==> src/rtl/stencil_column_sequencer.sv <==
// Column sequencer in front of stencil_core_2d: loads weights, streams COLUMNS columns, collects TILES results.
// Optional drain watchdog enabled by defining STENCIL_SEQ_TIMEOUT_EN.
module stencil_column_sequencer #(
  parameter int BW            = 32,
  parameter int ST            = 5,
  parameter int COLUMNS       = 10,
  parameter int TILES         = 2,
  parameter int DRAIN_TIMEOUT = 64,
  localparam int CW = (COLUMNS > 1) ? $clog2(COLUMNS) : 1,
  localparam int IW = (TILES > 1) ? $clog2(TILES) : 1
) (
  input  logic             clock,
  input  logic             reset,
  input  logic             start,
  input  logic             hold,
  input  logic             cfg_weight_we,
  input  logic [BW*ST-1:0] cfg_weight,
  output logic             col_rd_en,
  output logic [CW-1:0]    col_rd_addr,
  input  logic [BW*ST-1:0] col_rd_data,
  output logic             core_in_ready,
  output logic [BW*ST-1:0] core_in_matrix,
  output logic [BW*ST-1:0] core_in_weight,
  input  logic             core_out_valid,
  input  logic [BW-1:0]    core_out_data,
  output logic             res_valid,
  output logic [BW-1:0]    res_data,
  output logic [IW-1:0]    res_index,
  output logic             busy,
  output logic             done,
  output logic             err
);

  // state  | meaning
  // IDLE   | waiting for start, weights writable
  // STREAM | issuing one column read per non-held cycle
  // DRAIN  | all columns issued, waiting for remaining results
  // DONE   | one-cycle done pulse
  typedef enum logic [1:0] {IDLE, STREAM, DRAIN, DONE} state_t;

  localparam int TW = $clog2(TILES + 1);

  state_t            state_q, state_d;
  logic [CW-1:0]     col_cnt_q;
  logic [TW-1:0]     tile_cnt_q;
  logic              rd_pend_q;
  logic [BW*ST-1:0]  matrix_q;
  logic [BW*ST-1:0]  weight_q;
  logic              res_valid_q;
  logic [BW-1:0]     res_data_q;
  logic [IW-1:0]     res_index_q;
  logic              accept;

`ifdef STENCIL_SEQ_TIMEOUT_EN
  localparam int TOW = $clog2(DRAIN_TIMEOUT + 1);
  logic [TOW-1:0]    to_q;
  logic              timeout;
  logic              err_q;
`endif

  always_comb begin
    state_d   = state_q;
    col_rd_en = 1'b0;
    accept    = core_out_valid && (state_q == STREAM || state_q == DRAIN)
                && (tile_cnt_q < TW'(TILES));
`ifdef STENCIL_SEQ_TIMEOUT_EN
    timeout   = 1'b0;
`endif
    case (state_q)
      IDLE:   if (start) state_d = STREAM;
      STREAM: if (!hold) begin
                col_rd_en = 1'b1;
                if (col_cnt_q == CW'(COLUMNS - 1)) state_d = DRAIN;
              end
      DRAIN: begin
        if (tile_cnt_q == TW'(TILES)) state_d = DONE;
`ifdef STENCIL_SEQ_TIMEOUT_EN
        else if (!accept && to_q == TOW'(DRAIN_TIMEOUT - 1)) begin
          timeout = 1'b1;
          state_d = DONE;
        end
`endif
      end
      DONE:    state_d = IDLE;
      default: state_d = IDLE;
    endcase
  end

  always_ff @(posedge clock or negedge reset) begin
    if (!reset) begin
      state_q     <= IDLE;
      col_cnt_q   <= '0;
      tile_cnt_q  <= '0;
      rd_pend_q   <= 1'b0;
      matrix_q    <= '0;
      weight_q    <= '0;
      res_valid_q <= 1'b0;
      res_data_q  <= '0;
      res_index_q <= '0;
    end else begin
      state_q   <= state_d;
      rd_pend_q <= col_rd_en;
      if (rd_pend_q) matrix_q <= col_rd_data;
      if (state_q == IDLE && cfg_weight_we) weight_q <= cfg_weight;
      if (state_q == IDLE && start) begin
        col_cnt_q  <= '0;
        tile_cnt_q <= '0;
      end else begin
        if (col_rd_en) col_cnt_q <= col_cnt_q + 1'b1;
        if (accept) tile_cnt_q <= tile_cnt_q + 1'b1;
      end
      res_valid_q <= accept;
      if (accept) begin
        res_data_q  <= core_out_data;
        res_index_q <= tile_cnt_q[IW-1:0];
      end
    end
  end

`ifdef STENCIL_SEQ_TIMEOUT_EN
  // Idle cycles since the last accepted result, only counted while draining
  always_ff @(posedge clock or negedge reset) begin
    if (!reset) begin
      to_q  <= '0;
      err_q <= 1'b0;
    end else begin
      if (state_q == DRAIN) to_q <= accept ? '0 : to_q + 1'b1;
      else to_q <= '0;
      if (state_q == IDLE && start) err_q <= 1'b0;
      else if (timeout) err_q <= 1'b1;
    end
  end
  assign err = err_q;
`else
  assign err = 1'b0;
`endif

  // Read data is only valid for one cycle, so the matrix bus bypasses it and then holds it
  assign core_in_matrix = rd_pend_q ? col_rd_data : matrix_q;
  assign core_in_ready  = rd_pend_q;
  assign core_in_weight = weight_q;
  assign col_rd_addr    = col_cnt_q;
  assign res_valid      = res_valid_q;
  assign res_data       = res_data_q;
  assign res_index      = res_index_q;
  assign busy           = (state_q != IDLE);
  assign done           = (state_q == DONE);

endmodule

==> config.mk <==
export PLATFORM = sky130hd
export DESIGN_NAME = stencil_column_sequencer
export DESIGN_NICKNAME = d
export VERILOG_FILES = /design/src/rtl/stencil_column_sequencer.sv
export SDC_FILE = /design/constraint.sdc
export NUM_CORES = 1
export LEC_CHECK = 0
export ABC_AREA = 0
export ABC_CLOCK_PERIOD_IN_PS = 2400
export CAP_MARGIN = 20
export CORE_AREA = 2 2 278 280
export CTS_CLUSTER_SIZE = 16
export DETAILED_ROUTE_END_ITERATION = 10
export DIE_AREA = 0 0 280 282
export PLACE_DENSITY = 0.53
export SYNTH_ARGS = -nofsm -noshare
export SYNTH_HDL_FRONTEND = slang
export SYNTH_SLANG_ARGS = --single-unit
export TNS_END_PERCENT = 50
==> constraint.sdc <==
create_clock -name clock -period 2.4 [get_ports clock]
set_clock_uncertainty 0.05 [all_clocks]
set_input_delay 0.72 -clock clock [delete_from_list [all_inputs] [get_ports clock]]
set_output_delay 0.72 -clock clock [all_outputs]
set_load 0.1 [all_outputs]
Yosys cells after proc, flatten, opt, wreduce, memory -nomap -nowiden. Cells that the tools add are included.

$add $sub $neg: 2. Multiply operators: 0. Div/mod/pow operators: 0. Magnitude comparators: 1. Equality and inequality tests: 9. Shift-type cells: 0. Mux-type cells: 12. Bitwise logic cells: 0. Reduce and logical (&&, ||, !) cells: 10.

Operators with widths (number): two-way mux 160 bit (1); two-way mux 2 bit (6); two-way mux 4 bit (2); one-hot mux 2 bit (4 select lines) (1); == test 2 bit (second input constant) (3); nonzero test 2 bit (3); adder 4 x 1 -> 4 bit (second input constant) (1); == test 4 bit (second input constant) (1); logical AND 1 bit (4); != test 2 x 1 -> 1 bit (second input constant) (2); != test 2 bit (second input constant) (2); AND reduction 4 bit (1); adder 2 x 1 -> 2 bit (second input constant) (1); == test 2 x 1 -> 1 bit (second input constant) (1); zero test 2 bit (1); less-than comparator 2 bit (second input constant) (1); two-way mux 1 bit (2); logical OR 1 bit (1).

Register bits after elaboration: 363. Bits in latches: 0. Memory bits (writable): 0. ROM bits: 0. Bits of input ports: 358. Logic and storage cells: 43. Memories: 0.

Depth between registers and ports, before layout. Gate-level depths: netlist of the first run.

Depth in word-level cells: 6. Gate-level depth with buffers: 7.

Least setup slack after synthesis of the first run. OpenSTA, ideal clock, no wires.

Kind: reg2out. Start: register rd_pend_q (netlist: core_in_ready). End: output port core_in_matrix[100]. Data arrival time: 2.124 ns. Required time: 1.630 ns. Path slack: -0.494 ns. Stages on the path, launching flop included: 5. Buffers on the path: 3. Cells stage by stage: dfrtp_1 > buf_2 > buf_2 > buf_2 > mux2_2.

Word-level cells in the longest chain between the ends: 1.

Ends and longest elaborated chain: from (decl) (line 46) `logic rd_pend_q;`; from (signal assigned) (line 102) `rd_pend_q <= col_rd_en;`; two-way mux 160 bit; to (decl) (line 22) `output logic [BW*ST-1:0] core_in_matrix,`.

No other way between the ends.

Worst setup path after layout of the first run.
Start: register rd_pend_q (netlist: core_in_ready). End: output port core_in_matrix[14].

The elaborated chain is that of the path after synthesis.

==> flow_metrics.env, run 1 <==
export IMPL_yosys_most_used_dff="dfrtp_1"
export IMPL_cpMaxStageDelayCell="dfrtp_4"
export IMPL_yosysMostFrequentCell="dfrtp_1"
export IMPL_startpoint="core_in_ready"
export IMPL_synth_top_family_by_area="multiplexers"
export IMPL_yosys_top_cells_area="dfrtp_1 67%, mux2_2 21%, mux2_1 8.3%"
export IMPL_syn_area_sq_um=13600
export IMPL_coreArea_sq_um=75700
export IMPL_die_area_sq_um=79000
export IMPL_ys_ff_latch=363
export IMPL_worstSetupEndpoint="core_in_matrix[14]"
export IMPL_path_depth=5
export IMPL_async_reset_ff_share_pct=100
export IMPL_grt_pass1_vias=11200
export IMPL_cp_cell_sequence="buf_12, buf_12, clkbuf_16, mux2_2, buf_12"
export IMPL_hold_class="reg2reg"
export IMPL_portBuffers=719
export IMPL_grt_overflow=0
export IMPL_worst_r2r_setup_slack_ns=0.65
export IMPL_synth_xor_area_share_pct=0.193
export IMPL_worstSetupPathType="reg2out"
export IMPL_outcome="finished with violations"
export IMPL_fin_crit_sh_pct=116
export IMPL_path_buf_inv=4
export IMPL_initial_core_util_pct=18.0
export IMPL_arrival_ns=2.02
export IMPL_wl_per_cell_microns=20.0
export IMPL_syn_inst=801
export IMPL_ant_nets=0
export IMPL_cp_start_kind="flip-flop"
export IMPL_hold_violations=0
export IMPL_rsz0062_at_grt="yes"
export IMPL_die_w_microns=280
export IMPL_synth_adder_area_share_pct=0.734
export IMPL_end_kind="primary output"
export IMPL_maxCapViolations=0
export IMPL_seq_area_sq_um=9090
export IMPL_hold_start="core_in_weight[83]"
export IMPL_path_delay_family="buffers and inverters"
export IMPL_fin_cells=2609
export IMPL_clk_pin_slew_worst_paths_ns=0.06
export IMPL_cts_sinks=363
export IMPL_grt_pass1_wl_microns=73900
export IMPL_cp_required_ns=1.63
export IMPL_synth_compound_area_share_pct=0.239
export IMPL_path_max_fanout=5
export IMPL_antenna_found_initial=3
export IMPL_cts_htree_levels=2
export IMPL_finalMaxSlewViolations=0
export IMPL_yosys_warnings=0
export IMPL_period_minus_slack_ns=2.79
export IMPL_die_y_microns=282
export IMPL_ios=721
export IMPL_nets=1965
export IMPL_cts_root_buf="clkbuf_16"
export IMPL_clock_latency_ns=0.57
export IMPL_track_usage_pct=12.6
export IMPL_yosysSeqAreaShare_pct=66.6
export IMPL_cp_common_cell="buf_12"
export IMPL_fillers=7283
export IMPL_synthMuxAreaShare_pct=29.3
export IMPL_ys_types=24
export IMPL_yosys_top_cells_count="363 x dfrtp_1, 253 x mux2_2, 101 x mux2_1"
export IMPL_clock_path_buffers=3
export IMPL_synthesis_nets=1167
export IMPL_post_dp_hpwl_microns=38800
export IMPL_reg2reg_depth=5
export IMPL_cts_buffers=43
export IMPL_max_stage_delay_ns=0.52
export IMPL_rows=101
export IMPL_yosysTopAreaCell="dfrtp_1"
export IMPL_drive_gt1_share_pct=46.7
export IMPL_wl_microns=52100
export IMPL_area_growth_pct=90.0
export IMPL_grt_max_degree=69
export IMPL_drcViolationCount=0
export IMPL_viasPerCell=3.79
export IMPL_num_vias=9894
export IMPL_place_congestion=0.877
export IMPL_multi_input_area_sq_um=4630
export IMPL_synth_area_per_cell_sq_um=17.0
export IMPL_regToRegStartpoint="state_q[0]"
export IMPL_drt_first_iter_violations=257
export IMPL_tritoncts="done"
export IMPL_synth_edf_count=0
export IMPL_r2r_end="core_in_weight[120]"
export IMPL_failed_checks="setup timing"
export IMPL_drt_pass1_iterations=4
export IMPL_setup_violations_final=161
export IMPL_max_freq_mhz=358
export IMPL_dp_cells=2498
export IMPL_synth_top_area_share_pct=66.6
export IMPL_worst_slack_ns=-0.392
export IMPL_synth_simple_gate_area_share_pct=0.642
==> worst reg2reg max path: cells and delay by family, from the launching register on <==
kind / cells / cell delay, ns
flops: 1 / 0.43
mux: 1 / 0.34
simple gates: 1 / 0.18
buf+inv: 2 / 0.41
fa+ha+maj: 1 / 0.22
==> state kept, by name (all words and copies together) (netlist names) <==
| register | count |
|---|---|
| tile_cnt_q | 2 |
| res_index | 1 |
| state_q | 2 |
| res_data | 32 |
| matrix_q | 160 |
| core_in_ready | 1 |
| col_rd_addr | 4 |
| core_in_weight | 160 |
| res_valid | 1 |
==> worst min path at each step <==
stage,endpoint,slack [ns],cells past startpoint
2_1_floorplan,col_rd_addr[0],0.37,0
3_3_place_gp,res_index,0.42,2
3_5_place_dp,core_in_weight[153],0.43,1
4_1_cts,core_in_weight[60],0.45,1
5_1_grt,core_in_weight[71],0.45,1
6_report,core_in_weight[83],0.44,1
==> cell type report <==
type	count	share of cell area (%)
sequential	363	35.1
clock inverter	11	0.488
tap	978	4.72
multi-input combinational	389	17.9
antenna	3	0.0290
clock buffer	63	4.80
timing repair buffer	793	36.8
inverter	9	0.169
==> per-stage QoR <==
stage / TNS [ns] / setup WS (ns) / util [%] / instance area, sq um / hold WS [ns]
global route: -62.53 / -0.453 / 34.2 / 25900 / 0.453
global placement: -1.24 / -0.415 / 31.1 / 23500 / 0.421
floorplan: -11.06 / -0.111 / - / 13600 / 0.374
detailed placement: -1.27 / -0.380 / 31.1 / 23500 / 0.433
CTS: -60.19 / -0.441 / 33.8 / 25600 / 0.445
finish: -52.75 / -0.392 / 34.2 / 25900 / 0.441
==> routing by layer <==
layer  global-route usage (%)  wire length, microns  up-vias  share of wire (%)
li1                         -                     -     4398                  -
met1                     13.3                 18800     5003                 36
met2                     22.8                 27500      407                 53
met3                     4.20                  4090       86                7.8
met4                     5.02                  1750        0                3.4
met5                        0                     0        -                  0
==> cells by family (layout without fill, tap and decap cells) <==
kind of cell	after synthesis	count (layout)
fa+ha+maj	8	8
compound gates	5	5
xor+xnor	3	3
buf+inv	49	876
mux	355	355
simple gates	17	17
other cells	1	4
flops	363	363
==> placed cells by master, fill, tap and decap left out, drive strengths merged <==
| master | Yosys | layout |
|---|---|---|
| dfrtp | 363 | 363 |
| bufinv | 0 | 2 |
| inv | 9 | 11 |
| dlygate4sd2 | 0 | 1 |
| xor2 | 2 | 2 |
| a21oi | 1 | 1 |
| nand4bb | 1 | 1 |
| nand2b | 1 | 1 |
| mux2 | 354 | 354 |
| clkbuf | 0 | 68 |
| conb | 1 | 1 |
| o21ai | 2 | 2 |
| nand3b | 2 | 2 |
| clkinvlp | 0 | 1 |
| buf | 40 | 431 |
| clkinv | 0 | 6 |
| ha | 8 | 8 |
| clkdlybuf4s50 | 0 | 355 |
| dlygate4sd3 | 0 | 1 |
| nor2 | 7 | 7 |
| xnor2 | 1 | 1 |
| mux2i | 1 | 1 |
| diode | 0 | 3 |
| nand3 | 1 | 1 |
| nand2 | 4 | 4 |
| or3 | 1 | 1 |
| a222oi | 1 | 1 |
| o21a | 1 | 1 |
==> what timing repair did <==
action	CTS	global route
setup endpoints to repair	162	163
hold buffers	1	0
hold endpoints to repair	29	0
pin swaps	1	0
cloned	10	5
buffers inserted	15	5
gates resized for setup	77	44
Power of run 1 is not shown: default switching activity piles up to over one toggle a cycle in this logic, so the estimate is an artifact.
==> inputs of run 2 (changes only) <==
Settings changed: CTS_BUF_LIST set to sky130_fd_sc_hd__clkbuf_4, CTS_CLUSTER_SIZE 16 to 20.
==> run 2 against run 1 <==
Against the previous run: the flow still finishes with violations (setup timing); first-iteration DRC count fell by 33%; count of clock-buffer cells in the layout rose by 93; critical path depth did not move; die area did not move; highest routed layer unchanged.
==> flow_metrics.env, run 2 (synthesis results as in run 1) <==
export IMPL_outcome="finished with violations"
export IMPL_failed_checks="setup timing"
export IMPL_dp_cells=2498
export IMPL_reg2reg_depth=5
export IMPL_regToRegStartpoint="state_q[0]"
export IMPL_wl_microns=51500
export IMPL_cp_common_cell="buf_12"
export IMPL_maxCapViolations=0
export IMPL_cts_htree_levels=3
export IMPL_cp_start_kind="flip-flop"
export IMPL_path_delay_family="buffers and inverters"
export IMPL_nets=2027
export IMPL_wl_per_cell_microns=18.9
export IMPL_pre_cts_slack_ns=-0.380
export IMPL_rsz0062_at_grt="yes"
export IMPL_die_y_microns=282
export IMPL_die_area_sq_um=79000
export IMPL_tritoncts="done"
export IMPL_place_congestion=0.877
export IMPL_cts_buffers=104
export IMPL_grt_overflow=0
export IMPL_worstSetupPathType="reg2out"
export IMPL_path_max_fanout=8
export IMPL_clock_path_buffers=3
export IMPL_mostFrequentLayoutCells="356 x clkdlybuf4s50_1, 353 x dfrtp_1, 226 x mux2_2, 198 x buf_12, 156 x clkbuf_4"
export IMPL_max_stage_delay_ns=0.51
export IMPL_end_kind="primary output"
export IMPL_setup_violations_final=164
export IMPL_grt_pass1_vias=11600
export IMPL_arrival_ns=2.24
export IMPL_cp_cell_sequence="buf_4, buf_12, buf_16, mux2_4, buf_12"
export IMPL_cpMaxStageDelayCell="dfrtp_4"
export IMPL_die_w_microns=280
export IMPL_finalMaxSlewViolations=0
export IMPL_cts_root_buf="clkbuf_4"
export IMPL_drt_first_iter_violations=171
export IMPL_num_vias=10200
export IMPL_clk_pin_slew_worst_paths_ns=0.06
export IMPL_r2r_end="core_in_weight[144]"
export IMPL_antenna_found_initial=3
export IMPL_grt_max_degree=69
export IMPL_worst_r2r_setup_slack_ns=0.61
export IMPL_initial_core_util_pct=18.0
export IMPL_hold_class="in2async"
export IMPL_grt_pass1_wl_microns=74000
export IMPL_drt_pass1_iterations=4
export IMPL_drcViolationCount=0
export IMPL_period_minus_slack_ns=3.01
export IMPL_hold_violations=0
export IMPL_ant_nets=0
export IMPL_mostFrequentLayoutCell="clkdlybuf4s50_1"
export IMPL_cp_required_ns=1.63
export IMPL_cts_sinks=363
export IMPL_coreArea_sq_um=75700
export IMPL_clock_latency_ns=0.82
export IMPL_viasPerCell=3.74
export IMPL_post_dp_hpwl_microns=38800
export IMPL_rows=101
export IMPL_worst_slack_ns=-0.611
export IMPL_max_freq_mhz=332
export IMPL_track_usage_pct=12.5
export IMPL_path_buf_inv=4
export IMPL_area_growth_pct=91.2
export IMPL_portBuffers=719
export IMPL_drive_gt1_share_pct=50.1
export IMPL_fin_crit_sh_pct=125
export IMPL_ios=721
export IMPL_fin_cells=2719
[run 2: metrics by stage]
step	util (%)	setup TNS, ns	hold slack, ns	cell area (sq um)
after floorplan	-	-11.06	0.374	13600
after global placement	31.1	-1.24	0.421	23500
after detailed placement	31.1	-1.27	0.433	23500
after CTS	34.0	-115.92	0.205	25800
after global routing	34.4	-122.32	0.230	26100
final	34.4	-91.34	0.340	26100
[run 2: worst max-delay path by stage]
stage               depth (start not counted)           from                  end  slack [ns]
finish                                      5  core_in_ready   core_in_matrix[57]       -0.61
detailed placement                          5           hold            col_rd_en       -0.38
global route                                4  core_in_ready  core_in_matrix[111]       -0.80
global placement                            5           hold            col_rd_en       -0.41
floorplan                                   4  core_in_ready  core_in_matrix[100]       -0.11
CTS                                         4  core_in_ready  core_in_matrix[112]       -0.78
[run 2: timing repair]
item	4_1_cts	5_1_grt
setup endpoints to repair	260	170
setup buffers	12	10
pin swaps	1	0
gates resized for setup	166	16
gates cloned	8	5
endpoints found under the hold margin	105	0
hold buffers	1	0
[run 2: final cells by class]
type / count / area (sq um)
Fill cell: 7304 / 49600
Timing Repair Buffer: 794 / 9990
Sequential cell: 363 / 9100
Multi-Input combinational cell: 389 / 4410
Tap cell: 978 / 1220
Clock buffer: 156 / 1170
Clock inverter: 26 / 118
Inverter: 9 / 46.3
Antenna cell: 4 / 10.0
[run 2: per-layer routing]
layer | GRT usage [%] | share of wire [%] | vias to the layer above
li1 | - | - | 4594
met5 | 0 | 0 | -
met1 | 12.9 | 35 | 5061
met2 | 23.1 | 54 | 431
met3 | 4.82 | 8.2 | 75
met4 | 4.13 | 2.1 | 0
Power of run 2 is left out for the same reason.
